--- config.mk ---
export PLATFORM = sky130hd
export DESIGN_NAME = spi_target_regs_flat
export DESIGN_NICKNAME = d
export VERILOG_FILES = /design/src/rtl/spi_target_pkg.sv /design/src/rtl/spi_target_regs_if.sv /design/src/rtl/spi_target_sync.sv /design/src/rtl/spi_target_regs.sv /design/src/flat_wrapper.sv
export SDC_FILE = /design/constraint.sdc
export NUM_CORES = 1
export LEC_CHECK = 0
export ABC_AREA = 1
export ABC_CLOCK_PERIOD_IN_PS = 1900
export CORE_ASPECT_RATIO = 1.4
export CORE_MARGIN = 2
export CORE_UTILIZATION = 35
export DETAILED_ROUTE_END_ITERATION = 10
export DONT_BUFFER_PORTS = 1
export MAX_ROUTING_LAYER = met4
export SYNTH_ARGS = -nofsm -noshare
export SYNTH_HDL_FRONTEND = slang
export SYNTH_SLANG_ARGS = --single-unit
--- constraint.sdc ---
create_clock -name clk -period 1.9 [get_ports clk]
set_input_delay 0.38 -clock clk [delete_from_list [all_inputs] [get_ports clk]]
set_output_delay 0.38 -clock clk [all_outputs]
set_load 0.05 [all_outputs]
--- src/rtl/spi_target_pkg.sv ---
// Shared constants and FSM state encoding for the SPI register target.
package spi_target_pkg;

  localparam int BYTE_W     = 8;
  localparam int CMD_RW_BIT = 7;
  localparam int BIT_CNT_W  = $clog2(BYTE_W);

  typedef enum logic [1:0] {
    IDLE    = 2'd0,
    CMD     = 2'd1,
    WR_DATA = 2'd2,
    RD_DATA = 2'd3
  } state_t;

endpackage

--- src/rtl/spi_target_regs_if.sv ---
// SPI pins plus local register bus of the SPI register target.
// slave: the target itself; master: the controller / register-file side.
interface spi_target_regs_if #(
  parameter int ADDR_W = 7
);
  import spi_target_pkg::*;

  logic              spii_sck;
  logic              spii_mosi;
  logic              spii_spisel;
  logic              spio_miso;
  logic              spio_misooen;
  logic [ADDR_W-1:0] reg_addr;
  logic              reg_we;
  logic [BYTE_W-1:0] reg_wdata;
  logic              reg_re;
  logic [BYTE_W-1:0] reg_rdata;
  logic              busy;

  modport slave (
    input  spii_sck,
    input  spii_mosi,
    input  spii_spisel,
    input  reg_rdata,
    output spio_miso,
    output spio_misooen,
    output reg_addr,
    output reg_we,
    output reg_wdata,
    output reg_re,
    output busy
  );

  modport master (
    output spii_sck,
    output spii_mosi,
    output spii_spisel,
    output reg_rdata,
    input  spio_miso,
    input  spio_misooen,
    input  reg_addr,
    input  reg_we,
    input  reg_wdata,
    input  reg_re,
    input  busy
  );

endinterface

--- src/rtl/spi_target_sync.sv ---
// Two-flop synchronizer for one asynchronous pin, with optional
// single-cycle rise/fall pulses derived from the synchronized level.
module spi_target_sync #(
  parameter bit RST_VAL = 1'b0,
  parameter bit EDGES   = 1'b1
) (
  input  logic clk,
  input  logic rst,
  input  logic d,
  output logic q,
  output logic rise,
  output logic fall
);

  logic meta;
  logic sync;

  // Two-stage capture of the asynchronous input; reset loads the idle level.
  always_ff @(posedge clk) begin
    if (rst) begin
      meta <= RST_VAL;
      sync <= RST_VAL;
    end else begin
      meta <= d;
      sync <= meta;
    end
  end

  assign q = sync;

  if (EDGES) begin : g_edge
    logic prev;

    // Delayed copy of the synchronized level for edge detection.
    always_ff @(posedge clk) begin
      if (rst) prev <= RST_VAL;
      else     prev <= sync;
    end

    assign rise = sync & ~prev;
    assign fall = ~sync & prev;
  end else begin : g_no_edge
    assign rise = 1'b0;
    assign fall = 1'b0;
  end

endmodule

--- src/rtl/spi_target_regs.sv ---
// SPI mode-0 target bridging to a simple byte-wide register bus.
// Command byte: bit 7 = read, bits 6:0 = start address; following bytes
// are write data or dummy bytes clocking out read data, with the address
// auto-incrementing per byte.
module spi_target_regs #(
  parameter int ADDR_W      = 7,
  parameter int SCK_DIV_MIN = 8
) (
  input logic             clk,
  input logic             rst,
  spi_target_regs_if.slave bus
);
  import spi_target_pkg::*;

  // SCK must be no faster than clk/SCK_DIV_MIN; informational only.
  localparam int SCK_DIV_MIN_UNUSED = SCK_DIV_MIN;

  logic sck_rise, sck_fall, sck_unused_lvl;
  logic sel_n, sel_unused_rise, sel_unused_fall;
  logic mosi_s, mosi_unused_rise, mosi_unused_fall;

  spi_target_sync #(.RST_VAL(1'b0), .EDGES(1'b1)) u_sync_sck (
    .clk (clk),
    .rst (rst),
    .d   (bus.spii_sck),
    .q   (sck_unused_lvl),
    .rise(sck_rise),
    .fall(sck_fall)
  );

  spi_target_sync #(.RST_VAL(1'b1), .EDGES(1'b1)) u_sync_sel (
    .clk (clk),
    .rst (rst),
    .d   (bus.spii_spisel),
    .q   (sel_n),
    .rise(sel_unused_rise),
    .fall(sel_unused_fall)
  );

  spi_target_sync #(.RST_VAL(1'b0), .EDGES(1'b0)) u_sync_mosi (
    .clk (clk),
    .rst (rst),
    .d   (bus.spii_mosi),
    .q   (mosi_s),
    .rise(mosi_unused_rise),
    .fall(mosi_unused_fall)
  );

  state_t               state, state_nxt;
  logic [BIT_CNT_W-1:0] bit_cnt;
  logic [BYTE_W-1:0]    rx_shift;
  logic [BYTE_W-1:0]    tx_shift;
  logic [BYTE_W-1:0]    rx_byte;
  logic [ADDR_W-1:0]    addr_q;
  logic [BYTE_W-1:0]    wdata_q;
  logic                 we_q, re_q;
  logic                 load_pend, inc_pend;
  logic [1:0]           settle_cnt;
  logic                 armed;
  logic                 active, byte_done;
  logic                 we_set, re_set, addr_load, addr_step;
  logic                 rd_drive;

  assign active    = (state != IDLE);
  assign rx_byte   = {rx_shift[BYTE_W-2:0], mosi_s};
  assign byte_done = active && sck_rise && (bit_cnt == BIT_CNT_W'(BYTE_W - 1));

  // The select synchronizer holds its reset value for two cycles after
  // reset; only once it reflects the pin may a high select arm the FSM,
  // so a frame cut by reset is not resumed mid-byte.
  always_ff @(posedge clk) begin
    if (rst) begin
      settle_cnt <= '0;
      armed      <= 1'b0;
    end else begin
      if (settle_cnt != 2'd2) settle_cnt <= settle_cnt + 2'd1;
      if (settle_cnt == 2'd2 && sel_n) armed <= 1'b1;
    end
  end

  // FSM state register.
  always_ff @(posedge clk) begin
    if (rst) state <= IDLE;
    else     state <= state_nxt;
  end

  // Next state and per-byte strobe requests. A byte completing in the same
  // cycle as deselect still raises its strobe before returning to IDLE.
  always_comb begin
    state_nxt = state;
    we_set    = 1'b0;
    re_set    = 1'b0;
    addr_load = 1'b0;
    addr_step = 1'b0;
    unique case (state)
      IDLE: begin
        if (armed && !sel_n) state_nxt = CMD;
      end
      CMD: begin
        if (byte_done) begin
          addr_load = 1'b1;
          if (rx_byte[CMD_RW_BIT]) begin
            state_nxt = RD_DATA;
            re_set    = 1'b1;
          end else begin
            state_nxt = WR_DATA;
          end
        end
      end
      WR_DATA: begin
        if (byte_done) we_set = 1'b1;
      end
      RD_DATA: begin
        if (byte_done) begin
          re_set    = 1'b1;
          addr_step = 1'b1;
        end
      end
      default: state_nxt = IDLE;
    endcase
    if (active && sel_n) state_nxt = IDLE;
  end

  // Register-bus strobes, write data and address. Writes step the address
  // one cycle after reg_we so the strobe carries the address written;
  // reads step together with reg_re so the new address is the one fetched.
  always_ff @(posedge clk) begin
    if (rst) begin
      we_q      <= 1'b0;
      re_q      <= 1'b0;
      load_pend <= 1'b0;
      inc_pend  <= 1'b0;
      wdata_q   <= '0;
      addr_q    <= '0;
    end else begin
      we_q      <= we_set;
      re_q      <= re_set;
      load_pend <= re_set;
      inc_pend  <= we_set;
      if (we_set) wdata_q <= rx_byte;
      if (addr_load)                  addr_q <= ADDR_W'(rx_byte[CMD_RW_BIT-1:0]);
      else if (addr_step || inc_pend) addr_q <= addr_q + ADDR_W'(1);
    end
  end

  // Receive shifter and bit counter; cleared whenever the frame is idle.
  always_ff @(posedge clk) begin
    if (rst) begin
      bit_cnt  <= '0;
      rx_shift <= '0;
    end else if (state == IDLE || state_nxt == IDLE) begin
      bit_cnt  <= '0;
      rx_shift <= '0;
    end else if (sck_rise) begin
      bit_cnt  <= bit_cnt + BIT_CNT_W'(1);
      rx_shift <= rx_byte;
    end
  end

  // Transmit shifter: loaded the cycle after reg_re, shifted on SCK falls
  // inside a byte. The fall following the 8th rise is skipped (bit_cnt = 0)
  // so the freshly loaded MSB stays on MISO for the next byte's first rise.
  always_ff @(posedge clk) begin
    if (rst) begin
      tx_shift <= '0;
    end else if (state == IDLE || state_nxt == IDLE) begin
      tx_shift <= '0;
    end else if (state == RD_DATA && load_pend) begin
      tx_shift <= bus.reg_rdata;
    end else if (state == RD_DATA && sck_fall && bit_cnt != '0) begin
      tx_shift <= {tx_shift[BYTE_W-2:0], 1'b0};
    end
  end

  assign rd_drive         = (state == RD_DATA) && !sel_n;
  assign bus.spio_misooen = ~rd_drive;
  assign bus.spio_miso    = rd_drive & tx_shift[BYTE_W-1];
  assign bus.reg_addr     = addr_q;
  assign bus.reg_we       = we_q;
  assign bus.reg_wdata    = wdata_q;
  assign bus.reg_re       = re_q;
  assign bus.busy         = ~sel_n;

endmodule

--- src/flat_wrapper.sv ---
// flat-port wrapper written by rule: the top's interface ports become plain ports
module spi_target_regs_flat import spi_target_pkg::*;
#(
  parameter int ADDR_W      = 7,
  parameter int SCK_DIV_MIN = 8
)
  (clk, rst, bus_spii_sck, bus_spii_mosi, bus_spii_spisel, bus_reg_rdata, bus_spio_miso, bus_spio_misooen, bus_reg_addr, bus_reg_we, bus_reg_wdata, bus_reg_re, bus_busy);
  spi_target_regs_if #(.ADDR_W(ADDR_W)) bus_i ();
  input logic clk;
  input logic rst;
  input wire logic [$bits(bus_i.spii_sck)-1:0] bus_spii_sck;
  input wire logic [$bits(bus_i.spii_mosi)-1:0] bus_spii_mosi;
  input wire logic [$bits(bus_i.spii_spisel)-1:0] bus_spii_spisel;
  input wire logic [$bits(bus_i.reg_rdata)-1:0] bus_reg_rdata;
  output wire logic [$bits(bus_i.spio_miso)-1:0] bus_spio_miso;
  output wire logic [$bits(bus_i.spio_misooen)-1:0] bus_spio_misooen;
  output wire logic [$bits(bus_i.reg_addr)-1:0] bus_reg_addr;
  output wire logic [$bits(bus_i.reg_we)-1:0] bus_reg_we;
  output wire logic [$bits(bus_i.reg_wdata)-1:0] bus_reg_wdata;
  output wire logic [$bits(bus_i.reg_re)-1:0] bus_reg_re;
  output wire logic [$bits(bus_i.busy)-1:0] bus_busy;
  assign bus_i.spii_sck = bus_spii_sck;
  assign bus_i.spii_mosi = bus_spii_mosi;
  assign bus_i.spii_spisel = bus_spii_spisel;
  assign bus_i.reg_rdata = bus_reg_rdata;
  assign bus_spio_miso = bus_i.spio_miso;
  assign bus_spio_misooen = bus_i.spio_misooen;
  assign bus_reg_addr = bus_i.reg_addr;
  assign bus_reg_we = bus_i.reg_we;
  assign bus_reg_wdata = bus_i.reg_wdata;
  assign bus_reg_re = bus_i.reg_re;
  assign bus_busy = bus_i.busy;
  spi_target_regs #(.ADDR_W(ADDR_W), .SCK_DIV_MIN(SCK_DIV_MIN)) u_core (.clk(clk), .rst(rst), .bus(bus_i));
endmodule
==> results of run 1 <==
-- power by group through the flow --
stage	clock (mW)	sequential [mW]	combinational, mW
floorplan	0	1.05	0.0776
detailed placement	0	1.05	0.0858
global placement	0	1.05	0.0837
finish	0.737	1.03	0.0865
global route	0.799	1.03	0.108
CTS	0.759	1.03	0.0865
-- placed cells by master (no fill, tap or decap) --
cell / instances
a21oi_1: 15
a21oi_2: 1
a22oi_1: 2
buf_12: 1
buf_4: 12
bufinv_16: 1
clkbuf_8: 6
clkinv_2: 1
dfxtp_1: 47
ha_1: 5
inv_1: 54
inv_2: 5
nand2_1: 59
nand2_2: 3
nand2_4: 1
nand3_1: 14
nand4_1: 2
nand4_2: 2
nor2_1: 37
nor2_4: 3
nor3_1: 1
o21ai_0: 28
o21ai_1: 4
o21bai_1: 1
or2_2: 3
xnor2_1: 1
xor2_1: 2
-- sequential cells by signal (all words and copies together) (netlist names) --
signal / count
u_core.u_sync_sel.q: 1
u_core.rx_shift: 7
u_core.u_sync_mosi.meta: 1
u_core.u_sync_mosi.q: 1
u_core.tx_shift: 8
u_core.bus.reg_re: 1
u_core.armed: 1
u_core.u_sync_sck.g_edge.prev: 1
u_core.bus.reg_addr: 7
u_core.u_sync_sck.meta: 1
u_core.settle_cnt: 2
u_core.u_sync_sel.meta: 1
u_core.bus.reg_we: 1
u_core.u_sync_sck.q: 1
u_core.bit_cnt: 3
u_core.bus.reg_wdata: 8
u_core.state: 2
-- kinds of logic (layout without fill, tap and decap cells) --
logic type                 Yosys count  count (layout)  share of synthesized area [%]
AOI/OAI and AO/OA                   51              51                           12.7
xor gates and xnor gates             3               3                           1.26
adders and majority gates            5               5                           2.99
buffers and inverters               66              80                           12.4
DFF                                 47              47                           45.0
and+or+nand+nor                    125             125                           25.6
-- worst min path at each step --
stage / endpoint / depth (start not counted) / slack [ns]
5_1_grt: u_core.bus.reg_addr[6] / 1 / 0.13
3_3_place_gp: u_core.u_sync_sel.q / 1 / 0.39
2_1_floorplan: u_core.u_sync_mosi.q / 2 / 0.39
4_1_cts: u_core.u_sync_sck.g_edge.prev / 1 / 0.14
6_report: u_core.u_sync_sck.meta / 1 / 0.14
3_5_place_dp: u_core.u_sync_sel.q / 1 / 0.40
-- per-stage QoR --
step / area, µm² / util (%) / hold WS [ns] / setup WS, ns
floorplan: 2100 / - / 0.388 / 0.000864
detailed placement: 2260 / 38.8 / 0.396 / 0.143
CTS: 2380 / 40.8 / 0.138 / 0.120
finish: 2390 / 41.0 / 0.145 / 0.167
global route: 2390 / 41.0 / 0.129 / 0.0171
global placement: 2260 / 38.8 / 0.392 / 0.158
-- metal layers --
metal  vias to the layer above  wire [µm]
met1                       769       1860
met2                        35       2020
met4                         0         62
met3                         6        157
li1                        932          -
met5                         -          0
-- timing repair --
item / CTS / global route
setup endpoints to repair: 0 / 4
buffers inserted: 0 / 0
resized for setup: 0 / 3
-- layout make-up --
type	count	area [µm²]
fillers	612	3430
flip-flops and latches	47	941
multi-input cells	184	911
inverters	59	221
repair buffers	13	110
well taps	70	87.6
clock buffers	6	82.6
clock inverters	2	35.0
==> PnR_summary.wiki, run 1 <==
{| class="wikitable"
! Metric !! Value
|-
| Total standard cell area after synthesis || 2090 µm²
|-
| Final standard cell count with taps included and fillers excluded || 381
|-
| Starting density of the core || 35.9%
|-
| Die outline height || 95.5 µm
|-
| Clock transition time at the flip-flop clock pins of the worst setup and hold paths || 0.08 ns
|-
| Combinational power share || 4.7%
|-
| Initial detailed-routing violation count || 36
|-
| Worst setup EP type || output pin
|-
| Number of buffers on the longest clock path || 2
|-
| Switching power || 0.376 mW
|-
| X dimension of the die || 69.3 µm
|-
| Die area || 6620 µm²
|-
| Kind of launch point of the worst setup path || flop
|-
| Launch point of the critical path || u_core.state[1]
|-
| Startpoint of the most critical register-to-register path || u_core.bit_cnt[0]
|-
| Count of final setup violators || 0
|-
| GR met3 Demand/Resource || 3.28%
|-
| Worst Clk Skew || 0.00416 ns
|-
| Worst path arrival time || 1.35 ns
|-
| Seq cells post-synth || 47
|-
| Routability congestion estimate from global placement || 0.833
|-
| Post-Syn Instances || 297
|-
| Top area cells in the synthesized netlist || dfxtp_1 (45%), nand2_1 (11%), inv_1 (9.7%)
|-
| Number of warnings reported in the yosys synthesis log || 0
|-
| Slowest stage cell, crit path || dfxtp_1
|-
| Number of buffers created by CTS || 5
|-
| Type of the most critical hold path || in -> reg
|-
| Met2 capacity usage during global routing || 23.9%
|-
| Residual antenna-violating net count after detailed routing || 0
|-
| Total power of the final layout || 1.85 mW
|-
| Post-synthesis area per instance || 7.04 µm²
|-
| Worst setup endpoint || bus_spio_miso
|-
| Routed wire per std cell || 10.8 µm
|-
| Minimum clock period || 1.73 ns
|-
| Setup TNS Final || 0 ns
|-
| Port-buffer cells || 0
|-
| Share of final-layout standard cells stronger than drive strength 1 || 12.5%
|-
| Post-synth cell types || 26
|-
| Antenna Diode Count || 0
|-
| Detailed-route vias per instance || 4.57
|-
| Clock Sink Count || 47
|-
| Number of cells on the critical path || 5
|-
| Capture point of the worst reg-to-reg path || u_core.tx_shift[0]
|-
| Number of global-route vias before repair || 1645
|-
| Cell Chain, Critical Path || nand2_2, inv_2, nand2_1, nor2_4, buf_12
|-
| Category of the most critical setup path || reg -> out
|-
| Flip-flop cell with the highest count after synthesis || dfxtp_1
|-
| Count of flip-flops with a built-in enable after synthesis || 0
|-
| Total number of nets in the final design || 328
|-
| Kind of cell adding the most delay to the critical path || flip-flops
|-
| Net count after synthesis || 315
|-
| Hold Fails Final Rpt || 0
|-
| FP Rows || 33
|-
| Proportion of power drawn by flip-flops and latches || 55.5%
|-
| CTS tree || done
|-
| Residual overflow from global routing || 0
|-
| Number of top-level pins || 33
|-
| Max-cap check violation count || 0
|-
| Final slew viol count || 0
|-
| Buffer cell driving the clock tree root || clkbuf_8
|-
| Net switching share of the total power || 20.3%
|-
| Buf+Inv Stages, Crit Path || 2
|-
| Number of H-tree levels || 2
|-
| Power per unit of standard cell area || 774 nW/µm²
|-
| Period Utilization, post-route || 91.2%
|-
| Most used routing layer || met2
|-
| Most frequent cells after synthesis || nand2_1 (60), inv_1 (54), dfxtp_1 (47)
|-
| Count of hold buffers inserted by post-cts repair || 0
|-
| Transition time at the pin with the least slew margin || 0.581 ns
|-
| Power share of the clock group || 39.8%
|-
| Source-to-sink clock delay at the later pin of the worst-skew pair || 0.29 ns
|-
| Slew HR || 61.2%
|-
| Internal reg-to-reg setup slack || 0.17 ns
|-
| Core Footprint || 5820 µm²
|-
| Pre-antenna DRT Iters || 4
|-
| Number of instances in the placed design || 373
|-
| Routing usage on met1 || 15.5%
|-
| Pin count of the biggest net entering global routing || 19
|-
| R2R cell count || 7
|-
| RSZ-0062 raised after global routing || false
|-
| Fraction of registers with async set or reset after synthesis || 0%
|-
| HPWL after detailed placement || 3.16 mm
|-
| Cell with the most instances after synthesis || nand2_1
|-
| Post-synthesis to final-layout area growth || 14.2%
|-
| Maximum net fanout on the critical path || 6
|-
| Total vias in the final route || 1742
|-
| Library cell with the largest summed area after synthesis || dfxtp_1
|-
| Static leakage power || 1.02 nW
|-
| Total track usage || 13.7%
|-
| Number of antenna violations at the first check in global routing || 0
|-
| Aggregate routed wire length || 4.11 mm
|-
| Highest achievable clock rate || 577 MHz
|-
| Result of the run || completed
|-
| Post-route DRC violation count || 0
|-
| Wire length of the first global-routing pass || 7.16 mm
|-
| Worst path max stage delay || 0.51 ns
|-
| Share of the synthesized area in the top cell type || 45.0%
|-
| Worst EP required || 1.52 ns
|-
| Internal power contribution || 1.47 mW
|-
| Min-delay src || rst
|-
| Sequential-to-total area share from yosys stat || 45.0%
|-
| Max rail drop VDD || 0.383 mV
|}
(Power assumes the default switching activity.)
==> run 2, diff against run 1 <==
- RECOVER_POWER: default -> 100
==> run 2 against run 1 <==
Core utilization shrank 0.90 points. Fmax shrank 0.20%. Register-to-register slack is essentially flat. Worst hold slack gained 0.00089 ns. Largest cell class unchanged.
==> PnR_summary.wiki, run 2 (synthesis results as in run 1) <==
{| class="wikitable"
! Metric !! Value
|-
| Result of the run || completed
|-
| Share of final-layout standard cells stronger than drive strength 1 || 8.68% (-3.9 points)
|-
| Type of the most critical hold path || in -> reg
|-
| Number of buffers created by CTS || 5 (unchanged)
|-
| Transition time at the pin with the least slew margin || 0.815 ns (+0.235 ns)
|-
| Startpoint of the most critical register-to-register path || u_core.bit_cnt[0]
|-
| Post-synthesis to final-layout area growth || 11.7%
|-
| Die outline height || 95.5 µm (unchanged)
|-
| Worst setup endpoint || u_core.tx_shift[0]
|-
| Die area || 6620 µm² (unchanged)
|-
| R2R cell count || 7 (unchanged)
|-
| Setup TNS Final || 0 ns (unchanged)
|-
| GR met3 Demand/Resource || 3.28% (unchanged)
|-
| Highest achievable clock rate || 576 MHz (-0.20%)
|-
| Number of global-route vias before repair || 1645 (unchanged)
|-
| Initial detailed-routing violation count || 46 (+28%)
|-
| Count of final setup violators || 0 (unchanged)
|-
| Worst path arrival time || 1.91 ns (+0.56 ns)
|-
| Post-route DRC violation count || 0 (unchanged)
|-
| Clock Sink Count || 47 (unchanged)
|-
| Most used routing layer || met2
|-
| Category of the most critical setup path || reg -> reg
|-
| Core Footprint || 5820 µm² (unchanged)
|-
| Power per unit of standard cell area || 790 nW/µm² (+2.1%)
|-
| Worst EP required || 2.08 ns (+0.56 ns)
|-
| Power share of the clock group || 39.8% (about the same)
|-
| Switching power || 0.374 mW (-0.62%)
|-
| Residual antenna-violating net count after detailed routing || 0 (unchanged)
|-
| Hold Fails Final Rpt || 0 (unchanged)
|-
| Number of resized instances in the post-cts repair step || 0 (unchanged)
|-
| Number of cells on the critical path || 7 (+2)
|-
| Detailed-route vias per instance || 4.54 (-0.63%)
|-
| RSZ-0062 raised after global routing || false
|-
| CTS tree || done
|-
| Pin count of the biggest net entering global routing || 19 (unchanged)
|-
| Pre-antenna DRT Iters || 4 (unchanged)
|-
| Static leakage power || 0.972 nW (-4.9%)
|-
| Max rail drop VDD || 0.383 mV (-0.13%)
|-
| Buf+Inv Stages, Crit Path || 0 (-2)
|-
| Period Utilization, post-route || 91.4% (+0.19 points)
|-
| FP Rows || 33 (unchanged)
|-
| Total number of nets in the final design || 328 (unchanged)
|-
| Cell Chain, Critical Path || ha_1, ha_1, nand4_1, nor3_1, o21ai_1, nand2_2, nor2_1
|-
| Net switching share of the total power || 20.3% (-0.091 points)
|-
| Number of top-level pins || 33 (unchanged)
|-
| Final slew viol count || 0 (unchanged)
|-
| HPWL after detailed placement || 3.16 mm (unchanged)
|-
| Total track usage || 13.7% (unchanged)
|-
| Number of H-tree levels || 2 (unchanged)
|-
| Hold WS || 0.146 ns (+0.000892 ns)
|-
| Number of antenna violations at the first check in global routing || 0 (unchanged)
|-
| Kind of launch point of the worst setup path || flop
|-
| Worst setup EP type || flop
|-
| Port-buffer cells || 0 (unchanged)
|-
| Antenna Diode Count || 0 (unchanged)
|-
| Combinational power share || 4.6% (about the same)
|-
| Number of instances in the placed design || 373 (unchanged)
|-
| Internal power contribution || 1.47 mW (about the same)
|-
| Residual overflow from global routing || 0 (unchanged)
|-
| Final standard cell count with taps included and fillers excluded || 381 (unchanged)
|-
| Post-CTS Setup Inserts || 0 (unchanged)
|-
| Source-to-sink clock delay at the later pin of the worst-skew pair || 0.29 ns (about the same)
|-
| Cell area after layout || 2340 µm² (-2.2%)
|-
| X dimension of the die || 69.3 µm (unchanged)
|-
| Max-cap check violation count || 0 (unchanged)
|-
| Routing usage on met1 || 15.5% (unchanged)
|-
| Count of hold buffers inserted by post-cts repair || 0 (unchanged)
|-
| Internal reg-to-reg setup slack || 0.16 ns (about the same)
|-
| Most used cell along the critical path || ha_1
|-
| Launch point of the critical path || u_core.bit_cnt[0]
|-
| Buffer cell driving the clock tree root || clkbuf_8
|-
| Routed wire per std cell || 10.7 µm (-0.24%)
|-
| Placed inst area || 2260 µm² (unchanged)
|-
| Number of buffers on the longest clock path || 2 (unchanged)
|-
| Worst path max stage delay || 0.36 ns (-0.15 ns)
|-
| Slew HR || 45.6% (-16 points)
|-
| Wire length of the first global-routing pass || 7.16 mm (unchanged)
|-
| Proportion of power drawn by flip-flops and latches || 55.6% (about the same)
|-
| Kind of cell adding the most delay to the critical path || simple AND/OR/NAND/NOR gates
|-
| Commonest non-fill, non-tap cell in the layout || nand2_1
|-
| Maximum net fanout on the critical path || 18 (+12)
|-
| Clock transition time at the flip-flop clock pins of the worst setup and hold paths || 0.08 ns (about the same)
|-
| Slowest stage cell, crit path || dfxtp_1
|-
| Worst Clk Skew || 0.00321 ns (-0.000946 ns)
|-
| Routability congestion estimate from global placement || 0.833 (unchanged)
|-
| Starting density of the core || 35.9% (unchanged)
|-
| Capture point of the worst reg-to-reg path || u_core.tx_shift[0]
|-
| Minimum clock period || 1.74 ns (+0.00353 ns)
|-
| Leading cell types in the layout, fill and taps excluded || nand2_1 (59), inv_1 (56), dfxtp_1 (47)
|-
| Aggregate routed wire length || 4.10 mm (-0.24%)
|-
| Total vias in the final route || 1731 (-0.63%)
|-
| Met2 capacity usage during global routing || 23.9% (unchanged)
|}
run 2: how the worst min path moves through the flow:
stage | endpoint | start | cells past startpoint | slack, ns
after floorplan | u_core.u_sync_mosi.q | u_core.u_sync_mosi.meta | 2 | 0.39
after global placement | u_core.u_sync_sel.q | u_core.u_sync_sel.meta | 1 | 0.39
after detailed placement | u_core.u_sync_sel.q | u_core.u_sync_sel.meta | 1 | 0.40
after CTS | u_core.u_sync_sck.g_edge.prev | rst | 1 | 0.14
after global routing | u_core.bus.reg_addr[6] | rst | 1 | 0.13
final | u_core.u_sync_sck.meta | rst | 1 | 0.15
run 2: per-layer routing:
| metal | vias to the layer above | share of wire [%] |
|---|---|---|
| li1 | 933 | - |
| met1 | 760 | 45 |
| met2 | 32 | 50 |
| met3 | 6 | 3.8 |
| met4 | 0 | 1.5 |
| met5 | - | 0 |
run 2: power by group through the flow:
stage	sequential, mW	combinational [mW]	clock [mW]
floorplan	1.05	0.0776	0
global placement	1.05	0.0837	0
detailed placement	1.05	0.0858	0
CTS	1.03	0.0865	0.759
global route	1.03	0.107	0.799
finish	1.03	0.0848	0.735
run 2: area by class of cell:
| type | count | area, µm² |
|---|---|---|
| clock inverter | 2 | 35.0 |
| multi-input combinational | 184 | 895 |
| tap | 70 | 87.6 |
| inverter | 59 | 221 |
| timing repair buffer | 13 | 73.8 |
| fill | 625 | 3490 |
| clock buffer | 6 | 82.6 |
| sequential | 47 | 941 |
run 2: worst reg2reg max path, stage by stage (launching register included):
cell	delay [ns]
dfxtp_1	0.36
ha_1	0.16
ha_1	0.16
nand4_1	0.22
nor3_1	0.27
o21ai_1	0.10
nand2_2	0.28
nor2_1	0.08
run 2: metrics by stage:
| stage | power (mW) | util [%] | setup WS (ns) |
|---|---|---|---|
| 5_1_grt | 1.94 | 40.1 | 0.0120 |
| 4_1_cts | 1.87 | 40.8 | 0.120 |
| 6_report | 1.85 | 40.1 | 0.163 |
| 3_3_place_gp | 1.13 | 38.8 | 0.158 |
| 2_1_floorplan | 1.12 | - | 0.000864 |
| 3_5_place_dp | 1.13 | 38.8 | 0.143 |
==> run 3, diff against run 2 <==
- CAP_MARGIN: default -> 20
==> results of run 3 <==
Same layout as run 2: the final DEF is identical, and so are final timing and power.
